<file path="config.mk">
export PLATFORM = sky130hd
export DESIGN_NAME = spi_master_ctrl
export DESIGN_NICKNAME = d
export VERILOG_FILES = /design/src/rtl/spi_master_ctrl.sv
export SDC_FILE = /design/constraint.sdc
export NUM_CORES = 1
export LEC_CHECK = 0
export BUFFER_PORTS_ARGS = -buffer_cell sky130_fd_sc_hd__buf_2
export CAP_MARGIN = 5
export CORE_MARGIN = 4
export CORE_UTILIZATION = 61
export CTS_CLUSTER_DIAMETER = 120
export CTS_CLUSTER_SIZE = 30
export DETAILED_ROUTE_END_ITERATION = 10
export HOLD_SLACK_MARGIN = 0.06
export PLACE_DENSITY = 0.85
export RECOVER_POWER = 100
export SETUP_SLACK_MARGIN = 0.1
export SLEW_MARGIN = 5
export SYNTH_ARGS = -nofsm -noshare
export SYNTH_HDL_FRONTEND = slang
export SYNTH_SLANG_ARGS = --single-unit
</file>
<file path="constraint.sdc">
create_clock -name clk -period 4.3 [get_ports clk]
set_clock_uncertainty 0.15 [all_clocks]
set_input_delay 0.645 -clock clk [delete_from_list [all_inputs] [get_ports clk]]
set_output_delay 0.645 -clock clk [all_outputs]
set_load 0.02 [all_outputs]
</file>
<file path="src/rtl/spi_master_ctrl.sv">
// spi_master_ctrl: mode-0 SPI master, one frame per accepted start.
// Every bus output is a register; one divider counter paces all phases.
module spi_master_ctrl #(
    parameter int DATA_LENGTH = 8,
    parameter int CLK_DIV     = 4
) (
    input  logic                   clk,
    input  logic                   rst_n,
    input  logic                   start,
    input  logic [DATA_LENGTH-1:0] tx_data,
    output logic                   busy,
    output logic                   done,
    output logic [DATA_LENGTH-1:0] rx_data,
    output logic                   SCLK,
    output logic                   MOSI,
    input  logic                   MISO,
    output logic                   SS
);
    localparam logic [2:0] IDLE  = 3'd0;
    localparam logic [2:0] SETUP = 3'd1;
    localparam logic [2:0] XFER  = 3'd2;
    localparam logic [2:0] HOLD  = 3'd3;
    localparam logic [2:0] GAP   = 3'd4;
    localparam int HW = $clog2(2 * DATA_LENGTH);

    logic [2:0]             state;
    logic [7:0]             div;
    logic [HW-1:0]          hcnt;
    logic [DATA_LENGTH-1:0] tx_sr;
    logic [DATA_LENGTH-1:0] rx_sr;
    logic                   wrap;

    assign wrap = div == 8'(CLK_DIV - 1);

    always_ff @(posedge clk or negedge rst_n) begin
        if (!rst_n) begin
            state   <= IDLE;
            div     <= '0;
            hcnt    <= '0;
            tx_sr   <= '0;
            rx_sr   <= '0;
            busy    <= 1'b0;
            done    <= 1'b0;
            rx_data <= '0;
            SCLK    <= 1'b0;
            MOSI    <= 1'b0;
            SS      <= 1'b1;
        end else begin
            done <= 1'b0;
            if (state != IDLE)
                div <= wrap ? '0 : div + 8'd1;
            case (state)
                IDLE: if (start) begin
                    tx_sr <= tx_data;
                    hcnt  <= '0;
                    busy  <= 1'b1;
                    SS    <= 1'b0;
                    MOSI  <= tx_data[DATA_LENGTH-1];
                    state <= SETUP;
                end
                SETUP: if (wrap) state <= XFER;
                // even half-period ends in a rising edge, odd in a falling edge
                XFER: if (wrap) begin
                    SCLK <= ~SCLK;
                    hcnt <= hcnt + 1'b1;
                    if (!hcnt[0])
                        rx_sr <= {rx_sr[DATA_LENGTH-2:0], MISO};
                    else if (hcnt == HW'(2 * DATA_LENGTH - 1))
                        state <= HOLD;
                    else begin
                        tx_sr <= tx_sr << 1;
                        MOSI  <= tx_sr[DATA_LENGTH-2];
                    end
                end
                HOLD: if (wrap) begin
                    SS      <= 1'b1;
                    MOSI    <= 1'b0;
                    rx_data <= rx_sr;
                    done    <= 1'b1;
                    state   <= GAP;
                end
                GAP: if (wrap) begin
                    busy  <= 1'b0;
                    state <= IDLE;
                end
                default: state <= IDLE;
            endcase
        end
    end
endmodule
</file>
## Word level (Yosys, flattened, before mapping)

Index checks and enable logic that the tools add are counted.

- ROM bits: 0
- Input port bits: 12
- Register bits after elaboration: 43
- Latch bits: 0
- Output and inout bits: 13
- Bits in writable memories: 0
- Memories: 0
- Word-level logic and storage cells: 74

- Divide/modulo/power cells: 0
- Bitwise gates (word level): 2
- Reductions and logical operators: 15
- Add/sub/neg operators: 2
- Mux-type cells: 30
- Shift operators: 0
- Eq/ne operators: 14
- $lt $le $gt $ge: 0
- Multiply operators: 0

Operators by type and width:

| kind | number |
|---|---|
| $mux W7 | 4 |
| $mux W3 | 7 |
| $ne A2 B2 Y1 const B | 8 |
| $pmux W3 S5 | 1 |
| $pmux W7 S2 | 1 |
| $reduce_and A3 Y1 | 4 |
| $mux W1 | 10 |
| $add A8 B1 Y8 const B | 1 |
| $eq A8 B2 Y1 const B | 1 |
| $mux W4 | 2 |
| $mux W8 | 1 |
| $pmux W4 S2 | 1 |
| $reduce_and A7 Y1 | 1 |
| $eq A3 B2 Y1 const B | 2 |
| $reduce_and A6 Y1 | 1 |
| $reduce_bool A2 Y1 | 3 |
| $reduce_bool A3 Y1 | 2 |
| $reduce_and A5 Y1 | 1 |
| $add A4 B1 Y4 const B | 1 |
| $eq A4 B4 Y1 const B | 1 |
| $pmux W1 S2 | 2 |
| $reduce_and A2 Y1 | 2 |
| $eq A3 B1 Y1 const B | 1 |
| $eq A3 B3 Y1 const B | 1 |
| other kinds (3) | 4 |

## Longest topological paths before layout

Gate-level depths: netlist (run 1).

- Word-level depth: 5
- Mapped depth: 7
- Mapped depth without buffers: 6

## Worst setup path before layout (run 1)

No wires, ideal clock.

- Path kind: register -> register
- Start point: register div[0]
- End point: register rx_data[1]
- Setup slack: 2.234 ns
- Stages on the path, launching flop included: 8
- Data arrival time: 1.791 ns
- Data required time: 4.025 ns
- Setup time: 0.125 ns
- Path buffers: 1
- Period minus slack after synthesis: 2.066 ns
- Cells stage by stage: dfrtp_1 -> ha_1 -> nor4b_4 -> and2_2 -> buf_4 -> nand3_2 -> clkinv_1 -> mux2_2

- Word-level cells in the longest chain between the ends: 2

RTL lines:

| item | RTL line | RTL |
|---|---|---|
| start: declaration | 27 | `logic [7:0] div;` |
| start signal: assignment | 51 | `div <= wrap ? '0 : div + 8'd1;` |
| $eq A8 B2 Y1 | 33 | `assign wrap = div == 8'(CLK_DIV - 1);` |
| $reduce_and A2 Y1 (no source line) | n/a |  |
| end signal: assignment | 78 | `rx_data <= rx_sr;` |
| end: declaration | 13 | `output logic [DATA_LENGTH-1:0] rx_data,` |

Every way passes these cells.
A chain may end at the register's enable or synchronous reset.

## Worst setup path after layout (run 1)

- Start point: register div[0]
- End point: register rx_data[2]

The elaborated chain is that of the path after synthesis.

==> results by group, run 1 <==
Outcome
  – Run status: finished with violations
  – Violated checks: max-capacitance violations, max-slew violations

Synth
  – Cell type contributing the most total cell area after synthesis: dfrtp_1
  – Synth top area share: 52.1%
  – Synth warn: 0
  – Post-synth EDFFs: 0
  – Mean cell area of the mapped netlist: between 10 and 15 µm²
  – Synth Net Count: 178
  – Most used standard cell by instance count after synthesis: dfrtp_1
  – Sequential area share after synthesis: 53.4%
  – Cell types with the highest counts after synthesis: dfrtp_1, mux2_2, nand2_1, o21ai_0
  – Number of instances in the synthesized netlist: 164
  – Number of synthesized register bits: 43
  – Top flip-flop cell by instance count after synthesis: dfrtp_1
  – Distinct cells, synth: 44
  – Share of synthesized flip-flops with an asynchronous set or reset: 100%
  – Synth area leaders: dfrtp_1, mux2_2, mux2_4, o21ai_0, xor2_1
  – Synthesized area: around 0.002 mm²

Setup path
  – Buffers plus inverters on the worst setup path: 1
  – Endpoint kind of the worst setup timing path: flop
  – Cells along the critical path: ha_1, nor4b_1, and2_0, nand3_1, clkinv_1, mux2_2
  – Nature of the critical path startpoint: flop
  – Required time reported for the critical path endpoint: 4.40 ns
  – Kind of cell with the highest combined delay on the critical path: simple AND/OR/NAND/NOR gates
  – Crit-path max FO: 8
  – Worst endpoint data arrival time: roughly 3.4 ns
  – Worst-path cell with the longest stage delay: nor4b_1
  – Setup Crit Path Kind: reg2reg
  – Peak per-stage delay on the critical path: 0.90 ns

GRT
  – Most utilized layer in the global route result: met2
  – Met2 global-route usage: 31.6%
  – First-pass GRT wire length: 6390 µm
  – GR Layer Usage met1: around a quarter
  – Global-route usage over all layers: 20.1%
  – Number of antenna violations at the first check in global routing: 0
  – Total global routing overflow: 0
  – Number of global-route vias before repair: 1326
  – Maximum number of pins on one net before global-route repair: 44
  – Global Route met3 Usage: 5.30%

Placed design
  – IO buf count: 24
  – DP Wirelength: 2680 µm
  – Final weighted congestion in routability-driven placement: 0.774

Clock tree
  – TritonCTS clock tree: yes
  – Cell at the root of the clock tree: clkbuf_4
  – CTS Buffer Depth: 2
  – Clock transition at the registers of the reported paths: approximately 0.12 ns
  – Resized cells post-CTS: 0
  – CTS HTree Levels: 2
  – CTS hold repair buffers: 0
  – Clock buffer count from CTS: 5
  – Clock Sinks: 43
  – Postcts setup bufs: 0
  – Clock latency reported for the late side of the worst-skew pair: approximately 0.35 ns

Finish
  – Net total in the final layout: 202
  – Ratio of cells with drive above 1 in the final layout: ~23%
  – Post-synthesis to final-layout area growth: 7.94%
  – Diode insertion count for antenna repair: 0

Route
  – Vias post-DR: 1361
  – Avg WL per Cell: 16.1 µm
  – Count of TritonRoute iterations in the first routing pass: 4
  – Number of DRC markers after the initial detailed-route iteration: 109
  – Vias/cell: between 5 and 6
  – Post-detailed-route count of antenna-violating nets: 0
  – Residual DRC: 0
  – Sum of routed wire length over all layers: 3740 µm

STA
  – TNS Setup: 0 ns
  – Share of the clock period used by the worst path after layout: 76.3%
  – Number of max-slew violations in the final report: between 40 and 50
  – Hold Violations, Final: 0
  – Maximum clock frequency: 305 MHz
  – Max-slew headroom at the worst pin: -46.9%
  – Min cycle time layout: 3.28 ns
  – Transition time of the tightest slew-check pin: 2.20 ns
  – Setup Viol. Count Final: 0
  – RSZ-0062 raised after global routing: false

Flow run
  – Number of maximum-capacitance violations: 1

Die
  – Count of pins on the block boundary: 25
  – Effective utilization at floorplan: 65.0%
  – Row count: 20
  – Total Die Area: 0.00429 mm²
  – Die width: 65.5 µm
  – Core area: 0.00310 mm²
  – Height of the chip: 65.5 µm

Pwr
  – Cell leakage power: 1.02 nW
  – Total power of the final layout: 1.40 mW
  – Worst VDD drop: between 0.4 and 0.5 mV
  – PwrDens: 644 mW/mm²

Worst hold path
  – Worst min-delay path category: in2reg
[cells by family (layout without fill, tap and decap cells)]
logic type               count (synthesis)  count (layout)  synth area share, %
flip-flops                              43              43                 53.4
multiplexers                            30              30                 18.2
XOR/XNOR                                 6               6                 2.61
AO/OA/AOI/OAI                           27              27                 8.87
AND/OR/NAND/NOR                         43              43                 12.3
buffers and inverters                   13              38                 3.41
adder cells (fa/ha/maj)                  2               2                 1.24
[worst register-to-register path: cells and delay by family, from the launching register on]
| kind | cells | cell delay, ns |
|---|---|---|
| buffers and inverters | 1 | 0.28 |
| adders and majority gates | 1 | 0.21 |
| muxes | 1 | 0.36 |
| and+or+nand+nor | 3 | 1.79 |
| DFF | 1 | 0.41 |
[cells in the final DEF, fill, tap and decap left out, types with 2 or more instances in the layout]
| cell type | Yosys | layout |
|---|---|---|
| a2111oi_0 | 2 | 2 |
| a21oi_1 | 3 | 3 |
| a31oi_1 | 3 | 3 |
| buf_2 | 1 | 10 |
| bufinv_16 | 0 | 2 |
| clkbuf_1 | 2 | 15 |
| clkbuf_4 | 0 | 5 |
| dfrtp_1 | 42 | 42 |
| ha_1 | 2 | 2 |
| inv_1 | 5 | 5 |
| mux2_1 | 0 | 8 |
| mux2_2 | 21 | 21 |
| nand2_1 | 10 | 10 |
| nand3_1 | 4 | 5 |
| nor2_1 | 8 | 8 |
| nor2b_1 | 4 | 4 |
| nor3_1 | 5 | 5 |
| o21ai_0 | 9 | 9 |
| o31ai_1 | 2 | 2 |
| or3_1 | 2 | 2 |
| xor2_1 | 5 | 5 |
[through the flow]
step	hold slack [ns]	cells	util (%)	instance area, µm²	setup slack [ns]
final	0.329	233	70.2	2180	1.02
after global routing	0.317	233	70.2	2180	0.866
after CTS	0.275	233	72.4	2250	1.83
after detailed placement	0.326	225	69.2	2150	1.85
after global placement	0.305	225	69.2	2150	1.95
after floorplan	0.199	164	-	2020	2.23
[path summary, 6_finish.rpt]
path	start	end	slack, ns	cells past startpoint
worst max-delay path	div[0]	rx_data[2]	1.02	6
worst min-delay path	start	SS	0.33	2
worst max register to register	div[0]	rx_data[2]	1.02	6
worst min register to register	SCLK	SCLK	0.35	1
max in group asynchronous	rst_n	tx_sr[0]	1.98	1
min in group asynchronous	rst_n	SCLK	0.77	1
[final cells by class]
type,instances,area [µm²]
Multi-Input combinational cell,108,818
Inverter,6,22.5
Tap cell,44,55.1
Timing Repair Buffer,24,103
Sequential cell,43,1080
Clock buffer,6,41.3
Fill cell,254,926
Clock inverter,2,60.1
[routing by layer]
layer	wire length [µm]	up-vias
li1	-	633
met1	1620	677
met2	1860	44
met3	184	7
met4	73	0
met5	0	-
[registers in the layout (all words and copies together) (netlist names)]
| signal | count |
|---|---|
| done | 1 |
| rx_sr | 8 |
| div | 8 |
| rx_data | 8 |
| SCLK | 1 |
| SS | 1 |
| tx_sr | 7 |
| hcnt | 4 |
| state | 3 |
| busy | 1 |
| MOSI | 1 |
[power breakdown]
group	total, mW	internal, mW	switching (mW)	leakage, nW
clock network	0.309	0.181	0.128	0.0525
registers	0.662	0.536	0.126	0.549
logic	0.431	0.192	0.239	0.414
Power figures use the tool's default switching activity.
==> inputs of run 2 (changes only) <==
--- a/config.mk
+++ b/config.mk
@@ -8,12 +8,12 @@
 export BUFFER_PORTS_ARGS = -buffer_cell sky130_fd_sc_hd__buf_2
 export CAP_MARGIN = 5
 export CORE_MARGIN = 4
-export CORE_UTILIZATION = 61
+export CORE_UTILIZATION = 57
 export CTS_CLUSTER_DIAMETER = 120
 export CTS_CLUSTER_SIZE = 30
 export DETAILED_ROUTE_END_ITERATION = 10
 export HOLD_SLACK_MARGIN = 0.06
-export PLACE_DENSITY = 0.85
+export PLACE_DENSITY = 0.81
 export RECOVER_POWER = 100
 export SETUP_SLACK_MARGIN = 0.1
 export SLEW_MARGIN = 5
==> constraint.sdc (replaced) <==
create_clock -name clk -period 3.1 [get_ports clk]
set_clock_uncertainty 0.15 [all_clocks]
set_input_delay 0.465 -clock clk [delete_from_list [all_inputs] [get_ports clk]]
set_output_delay 0.465 -clock clk [all_outputs]
set_load 0.02 [all_outputs]
==> run 2 against run 1 <==
The flow still finishes with violations (max-capacitance violations, max-slew violations). First-iteration DRC count shrank 65%. Clock-buffer cell count is 1 lower. Design area fell by 0.92%. Sequential share of layout area is 0.46 points higher. Fmax grew 27%. Global-route usage is 0.92 points lower. Critical endpoint is now rx_data[7]. Largest power group unchanged.
==> results by group, run 2 (same netlist as run 1, synthesis figures left out) <==
Clock tree
  – Cell at the root of the clock tree: clkbuf_4 (unchanged)
  – Clock transition at the registers of the reported paths: 0.14 ns (was 0.12 ns)
  – Postcts setup bufs: 0 (unchanged)
  – Clock latency reported for the late side of the worst-skew pair: 0.37 ns (was 0.35 ns)
  – CTS HTree Levels: 2 (unchanged)
  – Clock buffer count from CTS: 5 (unchanged)
  – Resized cells post-CTS: 0 (unchanged)
  – Clock Sinks: 43 (unchanged)
  – CTS hold repair buffers: 0 (unchanged)
  – TritonCTS clock tree: yes (unchanged)
  – CTS Buffer Depth: 2 (unchanged)

Pwr
  – Sw frac: 38.7% (was 35.2%)
  – Cell leakage power: 0.990 nW (was 1.02 nW)
  – Worst VDD drop: 0.505 mV (was 0.477 mV)
  – PwrDens: 836 mW/mm² (was 644 mW/mm²)
  – Internal power: 1.11 mW (was 0.909 mW)
  – Share of total power in the clock network: 16.0% (was 22.1%)
  – Relative contribution of combinational cells to total power: 33.2% (was 30.7%)
  – Sequential Power Share: 50.8% (was 47.2%)
  – P_sw: 0.697 mW (was 0.493 mW)

Setup path
  – Buffers plus inverters on the worst setup path: 1 (unchanged)
  – Nature of the critical path startpoint: flop (unchanged)
  – Required time reported for the critical path endpoint: 3.21 ns (was 4.40 ns)
  – Worst endpoint data arrival time: 2.70 ns (was 3.39 ns)
  – Critical path origin: div[0] (unchanged)
  – Number of cells on the worst reg-to-reg path: 6 (unchanged)
  – Peak per-stage delay on the critical path: 0.50 ns (was 0.90 ns)
  – Cells along the critical path: ha_1, nor4b_4, and2_0, nand3_2, clkinv_1, mux2_2 (was ha_1, nor4b_1, and2_0, nand3_1, clkinv_1, mux2_2)
  – Crit Reg-Reg Startpoint: div[0] (unchanged)
  – Number of gates on the worst path with buffers counted: 6 (unchanged)
  – Setup Crit Path Kind: reg2reg (unchanged)
  – Endpoint kind of the worst setup timing path: flop (unchanged)
  – Crit-path max FO: 8 (unchanged)
  – Worst-path cell with the longest stage delay: and2_0 (was nor4b_1)
  – Kind of cell with the highest combined delay on the critical path: simple AND/OR/NAND/NOR gates (unchanged)

Outcome
  – Violated checks: max-capacitance violations, max-slew violations (unchanged)
  – Run status: finished with violations (unchanged)

STA
  – TNS Setup: 0 ns (unchanged)
  – Number of max-slew violations in the final report: 44 (unchanged)
  – RSZ-0062 raised after global routing: false (unchanged)
  – Transition time of the tightest slew-check pin: 2.22 ns (was 2.20 ns)
  – Max-slew headroom at the worst pin: -48.3% (was -46.9%)
  – Least setup slack across all paths after layout: 0.516 ns (was 1.02 ns)
  – Maximum clock frequency: 387 MHz (was 305 MHz)
  – Setup Viol. Count Final: 0 (unchanged)
  – Hold Violations, Final: 0 (unchanged)
  – Min cycle time layout: 2.58 ns (was 3.28 ns)
  – Share of the clock period used by the worst path after layout: 83.4% (was 76.3%)

Finish
  – Diode insertion count for antenna repair: 0 (unchanged)
  – Ratio of cells with drive above 1 in the final layout: 23.7% (was 22.8%)
  – Post-synthesis to final-layout area growth: 6.95% (was 7.94%)
  – Most used cells in the layout excluding fill and tap cells: dfrtp_1, mux2_2, clkbuf_1, nand2_1, buf_2 (unchanged)
  – Most frequent standard cell in the layout excluding fill and tap cells: dfrtp_1 (unchanged)
  – Number of fillers in the final layout: 264 (was 254)
  – Footprint of the multi-input gates: 831 µm² (was 818 µm²)
  – Net total in the final layout: 203 (was 202)
  – Biggest registers after layout: div: 8 flops, rx_data: 8 flops, rx_sr: 8 flops (unchanged)
  – Number of standard cells in the final layout excluding fillers: 236 (was 233)
  – Area occupied by registers: 0.00108 mm² (unchanged)

Route
  – Avg WL per Cell: 15.4 µm (was 16.1 µm)
  – Sum of routed wire length over all layers: 3640 µm (was 3740 µm)
  – Count of TritonRoute iterations in the first routing pass: 4 (unchanged)
  – Vias/cell: 5.71 (was 5.84)
  – Post-detailed-route count of antenna-violating nets: 0 (unchanged)
  – Residual DRC: 0 (unchanged)
  – Number of DRC markers after the initial detailed-route iteration: 38 (was 109)
  – Vias post-DR: 1348 (was 1361)

Die
  – Die width: 67.5 µm (was 65.5 µm)
  – Count of pins on the block boundary: 25 (unchanged)
  – Total Die Area: 0.00455 mm² (was 0.00429 mm²)
  – Row count: 21 (was 20)
  – Height of the chip: 67.5 µm (was 65.5 µm)
  – Core area: 0.00339 mm² (was 0.00310 mm²)
  – Effective utilization at floorplan: 59.5% (was 65.0%)

GRT
  – Total global routing overflow: 0 (unchanged)
  – First-pass GRT wire length: 6560 µm (was 6390 µm)
  – Maximum number of pins on one net before global-route repair: 44 (unchanged)
  – Global-route usage over all layers: 19.2% (was 20.1%)
  – Number of antenna violations at the first check in global routing: 0 (unchanged)
  – Number of global-route vias before repair: 1401 (was 1326)

Placed design
  – Final weighted congestion in routability-driven placement: 0.844 (was 0.774)
  – Cell count after placement: 228 (was 225)
  – IO buf count: 24 (unchanged)
  – DP Wirelength: 2640 µm (was 2680 µm)
  – Pre-CTS setup slack: 0.661 ns (was 1.85 ns)

Worst hold path
  – Start point of the worst hold path: start (unchanged)
  – Count of cells along the worst hold path: 2 (unchanged)
  – Worst min-delay path category: in2reg (unchanged)

Flow run
  – Number of maximum-capacitance violations: 1 (unchanged)
==> run 2: path summary, 6_finish.rpt <==
path	endpoint	slack, ns
hold / removal	SS	0.14
setup reg to reg	rx_data[7]	0.52
max in group asynchronous	tx_sr[0]	0.94
min in group asynchronous	div[1]	0.58
hold reg to reg	SCLK	0.34
setup / recovery	rx_data[7]	0.52
==> run 2: power by group through the flow <==
stage	clock [mW]	combinational, mW	sequential, mW
6_report	0.289	0.599	0.916
3_3_place_gp	0	0.616	0.910
3_5_place_dp	0	0.651	0.928
4_1_cts	0.293	0.656	0.916
5_1_grt	0.318	0.680	0.946
2_1_floorplan	0	0.493	0.910
==> run 2: layout make-up <==
cell class	instances	area share [%]
sequential	43	49.9
tap	46	2.67
multi-input combinational	108	38.5
timing repair buffer	25	4.93
clock buffer	5	1.74
inverter	6	1.04
clock inverter	3	1.16
==> run 2: metrics by stage <==
stage | util [%] | power (mW) | cell area [µm²] | hold slack (ns)
final | 63.6 | 1.80 | 2160 | 0.139
after global routing | 63.6 | 1.94 | 2160 | 0.139
after detailed placement | 63.6 | 1.58 | 2160 | 0.311
after CTS | 65.4 | 1.87 | 2220 | 0.0938
after floorplan | - | 1.40 | 2020 | 0.0194
after global placement | 63.6 | 1.53 | 2160 | 0.300
==> run 2: layer usage <==
layer | part of all wire (%) | GRT usage, %
met4 | 1.9 | 8.86
met1 | 43 | 25.5
met2 | 50 | 30.0
met3 | 5.0 | 3.99
met5 | 0 | 0
